<file path="src/rtl/ibex_rvfi_trace_streamer.sv">
// ibex_rvfi_trace_streamer
//
// Captures retired instructions from the core RVFI port into a small FIFO and
// serializes each entry into a packet of 32-bit words on a valid/ready stream:
//   HDR, PC, INSN, and WDATA only when the instruction wrote a register (rd != 0).
// Retirements arriving while the FIFO is full are dropped and counted. The
// number of drops since the last captured entry is carried in that entry's
// header so a trace consumer can see where gaps occurred.
//
// Ports
//   clk_i, rst_i             clock, synchronous active-high reset
//   rvfi_*_i                 retirement record from the core (valid strobe + fields)
//   trace_en_i               capture enable; queued entries still drain when low
//   trace_valid_o/ready_i    output word handshake
//   trace_data_o/last_o      output word, last word of the current packet
//   drop_cnt_o               saturating count of dropped retirements
//   overflow_o               sticky flag, set on the first drop after reset
//   fifo_level_o             number of occupied FIFO entries

module ibex_rvfi_trace_streamer #(
    parameter int unsigned Depth        = 8,
    parameter int unsigned DropCntWidth = 16
) (
    input  logic                      clk_i,
    input  logic                      rst_i,

    input  logic                      rvfi_valid_i,
    input  logic [31:0]               rvfi_pc_rdata_i,
    input  logic [31:0]               rvfi_insn_i,
    input  logic                      rvfi_trap_i,
    input  logic                      rvfi_intr_i,
    input  logic [1:0]                rvfi_mode_i,
    input  logic [4:0]                rvfi_rd_addr_i,
    input  logic [31:0]               rvfi_rd_wdata_i,

    input  logic                      trace_en_i,

    output logic                      trace_valid_o,
    input  logic                      trace_ready_i,
    output logic [31:0]               trace_data_o,
    output logic                      trace_last_o,

    output logic [DropCntWidth-1:0]   drop_cnt_o,
    output logic                      overflow_o,
    output logic [$clog2(Depth):0]    fifo_level_o
);

    localparam int unsigned PtrW = $clog2(Depth);
    localparam int unsigned LvlW = PtrW + 1;

    localparam logic [2:0] S_IDLE  = 3'd0;
    localparam logic [2:0] S_HDR   = 3'd1;
    localparam logic [2:0] S_PC    = 3'd2;
    localparam logic [2:0] S_INSN  = 3'd3;
    localparam logic [2:0] S_WDATA = 3'd4;

    typedef struct packed {
        logic [31:0] pc;
        logic [31:0] insn;
        logic [31:0] wdata;
        logic [4:0]  rd_addr;
        logic        trap;
        logic        intr;
        logic [1:0]  mode;
        logic [9:0]  lost;
    } entry_t;

    entry_t                  mem [Depth];
    logic [PtrW-1:0]         wr_ptr;
    logic [PtrW-1:0]         rd_ptr;
    logic [LvlW-1:0]         level;
    logic [9:0]              lost_pending;
    logic [DropCntWidth-1:0] drop_cnt;
    logic                    overflow;

    logic [2:0]              state_q;
    logic [2:0]              state_d;

    logic                    fifo_full;
    logic                    fifo_empty;
    logic                    capture;
    logic                    wr_en;
    logic                    drop;
    logic                    word_acc;
    logic                    pop;
    logic                    head_has_rd;
    entry_t                  head;
    entry_t                  new_entry;
    logic [31:0]             hdr_word;

    assign fifo_full  = (level == LvlW'(Depth));
    assign fifo_empty = (level == '0);

    // A full FIFO drops the incoming retirement even if the head is popped at
    // the same edge: the decision uses the level registered at cycle start.
    assign capture = rvfi_valid_i && trace_en_i;
    assign wr_en   = capture && !fifo_full;
    assign drop    = capture && fifo_full;

    assign head        = mem[rd_ptr];
    assign head_has_rd = (head.rd_addr != 5'd0);

    assign word_acc = trace_valid_o && trace_ready_i;
    assign pop      = word_acc && trace_last_o;

    assign new_entry = '{
        pc:      rvfi_pc_rdata_i,
        insn:    rvfi_insn_i,
        wdata:   rvfi_rd_wdata_i,
        rd_addr: rvfi_rd_addr_i,
        trap:    rvfi_trap_i,
        intr:    rvfi_intr_i,
        mode:    rvfi_mode_i,
        lost:    lost_pending
    };

    assign hdr_word = {4'hA, head.trap, head.intr, head.mode, head.rd_addr,
                       head_has_rd, head.lost, 8'h00};

    // Storage needs no reset: an entry is only read after it has been written.
    always_ff @(posedge clk_i) begin
        if (wr_en && !rst_i) begin
            mem[wr_ptr] <= new_entry;
        end
    end

    always_ff @(posedge clk_i) begin
        if (rst_i) begin
            wr_ptr <= '0;
            rd_ptr <= '0;
            level  <= '0;
        end else begin
            if (wr_en) begin
                wr_ptr <= wr_ptr + 1'b1;
            end
            if (pop) begin
                rd_ptr <= rd_ptr + 1'b1;
            end
            case ({wr_en, pop})
                2'b10:   level <= level + 1'b1;
                2'b01:   level <= level - 1'b1;
                default: level <= level;
            endcase
        end
    end

    always_ff @(posedge clk_i) begin
        if (rst_i) begin
            lost_pending <= '0;
            drop_cnt     <= '0;
            overflow     <= 1'b0;
        end else begin
            if (wr_en) begin
                lost_pending <= '0;
            end else if (drop && lost_pending != '1) begin
                lost_pending <= lost_pending + 1'b1;
            end
            if (drop && drop_cnt != '1) begin
                drop_cnt <= drop_cnt + 1'b1;
            end
            if (drop) begin
                overflow <= 1'b1;
            end
        end
    end

    always_ff @(posedge clk_i) begin
        if (rst_i) begin
            state_q <= S_IDLE;
        end else begin
            state_q <= state_d;
        end
    end

    // At packet end the next packet starts immediately if any entry remains
    // after the pop, including one written at that same edge.
    always_comb begin
        state_d = state_q;
        case (state_q)
            S_IDLE:  if (!fifo_empty) state_d = S_HDR;
            S_HDR:   if (word_acc) state_d = S_PC;
            S_PC:    if (word_acc) state_d = S_INSN;
            S_INSN: begin
                if (word_acc) begin
                    if (head_has_rd) begin
                        state_d = S_WDATA;
                    end else begin
                        state_d = (level > LvlW'(1) || wr_en) ? S_HDR : S_IDLE;
                    end
                end
            end
            S_WDATA: begin
                if (word_acc) begin
                    state_d = (level > LvlW'(1) || wr_en) ? S_HDR : S_IDLE;
                end
            end
            default: state_d = S_IDLE;
        endcase
    end

    // Output words are taken straight from the head entry, which cannot change
    // until the packet's last word is accepted, so they hold during stalls.
    always_comb begin
        trace_valid_o = 1'b0;
        trace_data_o  = '0;
        trace_last_o  = 1'b0;
        case (state_q)
            S_HDR: begin
                trace_valid_o = 1'b1;
                trace_data_o  = hdr_word;
            end
            S_PC: begin
                trace_valid_o = 1'b1;
                trace_data_o  = head.pc;
            end
            S_INSN: begin
                trace_valid_o = 1'b1;
                trace_data_o  = head.insn;
                trace_last_o  = !head_has_rd;
            end
            S_WDATA: begin
                trace_valid_o = 1'b1;
                trace_data_o  = head.wdata;
                trace_last_o  = 1'b1;
            end
            default: ;
        endcase
    end

    assign drop_cnt_o   = drop_cnt;
    assign overflow_o   = overflow;
    assign fifo_level_o = level;

endmodule

</file>
<file path="config.mk">
export PLATFORM = sky130hd
export DESIGN_NAME = ibex_rvfi_trace_streamer
export DESIGN_NICKNAME = d
export VERILOG_FILES = /design/src/rtl/ibex_rvfi_trace_streamer.sv
export SDC_FILE = /design/constraint.sdc
export NUM_CORES = 1
export LEC_CHECK = 0
export CORE_MARGIN = 2
export CORE_UTILIZATION = 45
export DETAILED_ROUTE_END_ITERATION = 10
export PLACE_DENSITY_LB_ADDON = 0.25
export SLEW_MARGIN = 20
export SYNTH_ARGS = -nofsm -noshare
export SYNTH_HDL_FRONTEND = slang
export SYNTH_SLANG_ARGS = --single-unit
</file>
<file path="constraint.sdc">
create_clock -name clk_i -period 17.21 [get_ports clk_i]
set_input_delay 2.5815 -clock clk_i [delete_from_list [all_inputs] [get_ports clk_i]]
set_output_delay 2.5815 -clock clk_i [all_outputs]
set_load 0.01 [all_outputs]
</file>
# Word-level counts from Yosys, hierarchy flattened
# Memories as Yosys holds them, arrays and structs flattened. A register that Yosys moved wholly into a read port is not among the register bits.
# Index checks and enable logic that the tools add are counted.
# totals
mem_bits_rw	920
mem_count	1
word_cells	64
inputBits	110
ff_bits	40
output_inout_bits	55
# classes
magnitude_cmp	1
n_eq_ne	14
n_addsub	6
n_reduce_logical	19
muxes	16
# mem_list
name	words	word_bits	rd	rd_ports_with_merged_regs	wr	line	rtl
mem	8	115	1	1	1	68	entry_t mem [Depth];
# ops
operator	count
32-bit case mux with 4 select lines	1
3-bit two-way mux	8
16-bit by 1-bit adder with 16-bit output, second input constant	1
16-bit inequality test, second input constant	1
3-bit case mux with 5 select lines	1
10-bit by 1-bit adder with 10-bit output, second input constant	1
10-bit inequality test, second input constant	1
2-bit inequality test, second input constant	5
1-bit logical AND	8
4-bit case mux with 2 select lines	1
3-bit by 1-bit adder with 3-bit output, second input constant	2
3-bit by 2-bit equality test with 1-bit output, second input constant	2
5-bit AND reduction	1
5-bit nonzero test	1
4-bit by 1-bit adder with 4-bit output, second input constant	1
4-bit equality test, second input constant	1
4-bit by 1-bit > comparator with 1-bit output, second input constant	1
4-bit logical NOT	1
1-bit two-way mux	4
4-bit OR reduction	1
4-bit by 1-bit subtractor with 4-bit output, second input constant	1
3-bit by 1-bit equality test with 1-bit output, second input constant	1
3-bit equality test, second input constant	1
1-bit logical NOT	3
7 further kinds	7

# Longest topological paths before layout
# logic_depth
word_depth	8
ltp_mapped	11

# Least setup slack after synthesis
# No wires, ideal clock.
# synth_path
kind	input to register
from	input rvfi_valid_i
to	memory mem[0][0] (netlist name), enable pin
setup_slack_ps	5542
arrival_ps	10938
stages	3
n_path_buf	0
required_ps	16480
cell_sequence	nand3_1 or3_1 nor3_1
# synth_via
elab_chain_len	5
# synth_lines
element	line	rtl
from (decl)	27	input logic rvfi_valid_i,
1-bit logical AND	96	assign capture = rvfi_valid_i && trace_en_i;
1-bit logical AND	97	assign wr_en = capture && !fifo_full;
1-bit logical AND	122	if (wr_en && !rst_i) begin
1-bit two-way mux	122	
1-bit two-way mux (implied by the code)	123	mem[wr_ptr] <= new_entry;
to (decl)	68	
# Every way passes these cells.

==> results.md <==
* Num ports at 165
* Final Skew at 26.02 ps
* Initial core utilization at 0.4532
* Final core occ at 0.5311
* Ys flop type: edfxtp_1
* HPWL Detailed at 42990 um
* DR iter-0 viols at 1375
* EDFF count, synth at 920
* Final nets at 2005
* CP required at 14630 ps
* Unrepaired setup endpoints after global routing: no
* Row count at 105
* Cell variety after synth at 47
* Vias at 17350
* Slew margin rel. at 0.2579
* Psw at 0.9703 mW
* CORE AREA at 81720 um^2
* Sw frac at 0.1969
* Total GRT Usage at 0.1943
* FFs w/ async S/R, synth at 0
* Crit end category: output port
* Total of max-cap violations at 0
* Die width at 290.9 um
* Drt total wl at 81170 um
* Fill cell count at 6237
* Clk slew on worst S/H paths at 60 ps
* Largest net degree at the start of global routing at 168
* Die Footprint at 84600 um^2
* DR pass1 iterations at 5
* Synth Net Count at 1799
* Peak Freq at 0.1342 GHz
* Yosys reg bits at 963
* Post-synthesis sequential area ratio at 0.7693
* Crit path arrival time at 4870 ps
* Post-cts repair resize count at 0
* DRT antenna net count at 0
* Final GP Congestion at 0.7380
* Synth top cells by count: edfxtp_1, mux4_2, mux2i_1, nor2_1, dfxtp_1
* CTS buffer count at 100
* GRT overflow at 0
* Worst vdd ir at 87.23 uV
* TritonCTS clock tree: done
* PD cells at 113.6 nW/um^2
* First-pass GRT wire length at 120900 um
* Most common cell in the netlist: edfxtp_1
* Clock power frac at 0.446
* # DRC at 0
* Vias per cell at 5.695
* Power share of the combinational group at 0.030
* Post-CTS Setup Bufs at 0
* Top cell type's share of synthesized area at 0.7460
* # setup viols final at 0
* Status: completed
* Hold Fails Final Rpt at 0
* Synth Cell Area at 37030 um^2
* Worst-Margin Slew at 1113 ps
* # clock sinks at 963
* Area grow syn2layout at 17.20%
* Mean Syn Cell Area at 22.04 um^2
* Synth area leader: edfxtp_1
* Initial antenna violation count at 20
* Pint at 3.959 mW
* Clk_lat worst skew at 650 ps
* Tmin final at 7450 ps
* CTS H-Tree Depth at 3
* DR WL/cell at 26.64 um
* Ranking of synthesized cells by area: edfxtp_1, mux4_2, mux2i_1
* Post-Route Setup TNS at 0 ps
* Worst setup SP type: flop
* Period utilization at 0.4329
* Port Buffers at 164
* Root Driver: clkbuf_16
* CP max FO at 167
* Vias in the first global route at 18210
* Final Max Slew Viols at 0
* Synth Instances at 1680
* Critical path class: flop to output port
* Share of cells above drive strength 1 at 0.2179
* Sequential power share at 0.524
* Worst-case clock buffer depth at 3
* CTS Hold Bufs at 0
* Leakage Power at 12.99 nW
* Worst hold path class: flop to flop
* Synthesis Warnings at 0
* Die H at 290.9 um
sequential cells by signal (all words and copies together), names as in the netlist, named ones only:
signal and count:
drop_cnt_o 16, lost_pending 10, rd_ptr 3, wr_ptr 3
overflow_o 1, fifo_level_o 4, state_q 3, mem 920
routing by layer:
layer | up-vias | share of wire | GRT usage
met5 | - | 0.0013 | 0
met4 | 16 | 0.022 | 0.05497
met3 | 131 | 0.067 | 0.04184
met2 | 482 | 0.51 | 0.3273
met1 | 9222 | 0.40 | 0.2567
li1 | 7501 | - | -
worst max-delay path, stage by stage (launching register included):
cell and delay (ps):
dfxtp_4 970, buf_12 780, mux4_2 620, mux2i_1 320, nand3_1 230, or2_0 260
a311o_1 350, clkdlybuf4s50_1 540
cell type report:
| class | count | area [um^2] | share of cell area |
|---|---|---|---|
| sequential | 963 | 28500 | 0.6567 |
| multi-input combinational | 626 | 8202 | 0.1890 |
| clock buffer | 118 | 2623 | 0.06043 |
| timing repair buffer | 190 | 1936 | 0.04460 |
| tap | 1070 | 1339 | 0.03085 |
| clock inverter | 67 | 763.2 | 0.01759 |
| antenna | 8 | 20.02 | 0.0004613 |
| inverter | 5 | 18.77 | 0.0004325 |
cells by family after synthesis:
family                   after synthesis  synth area share
AND/OR/NAND/NOR                      146           0.02071
AO/OA/AOI/OAI                         87           0.01544
adder cells (fa/ha/maj)                9          0.003041
buffers and inverters                 91           0.01085
XOR/XNOR                              29          0.006859
flip-flops                           963            0.7693
multiplexers                         355            0.1738
worst paths after layout:
check,start,endpoint,slack (ps),cells after the start
worst min register to register,overflow_o,overflow_o,480,2
worst min-delay path,overflow_o,overflow_o,480,2
worst max register to register,flop,fifo_level_o[3],12480,11
worst max-delay path,flop,trace_data_o[18],9760,7
stage by stage:
step,power [mW],std cells,worst slack (ps),hold slack [ps],instance area [um^2]
final,4.929,3047,9760,480.8,43400
after global routing,5.082,3042,9583,526.9,43390
after CTS,4.980,3038,9651,490.1,43350
after detailed placement,2.783,2853,10370,467.8,39960
after global placement,2.778,2853,10400,459.8,39960
after floorplan,2.689,1680,5542,471.9,37030
power groups by stage:
stage | registers [mW] | clock network, mW | logic [mW]
after floorplan | 2.64 | 0 | 0.0537
after global placement | 2.63 | 0 | 0.146
after detailed placement | 2.63 | 0 | 0.150
after CTS | 2.58 | 2.25 | 0.151
after global routing | 2.58 | 2.34 | 0.160
final | 2.58 | 2.20 | 0.148
cells in the final DEF (no fill, tap or decap), types with 18 or more instances in the layout:
cell type / Yosys / layout
clkbuf_16: 0 / 102
or2_1: 19 / 19
o22ai_1: 40 / 40
xor2_1: 27 / 27
dfxtp_1: 43 / 40
mux4_2: 230 / 230
clkinv_2: 0 / 24
mux2i_1: 121 / 121
buf_4: 2 / 18
edfxtp_1: 920 / 920
clkdlybuf4s50_1: 0 / 164
nor2_1: 46 / 40
Power figures use the tool's default switching activity.
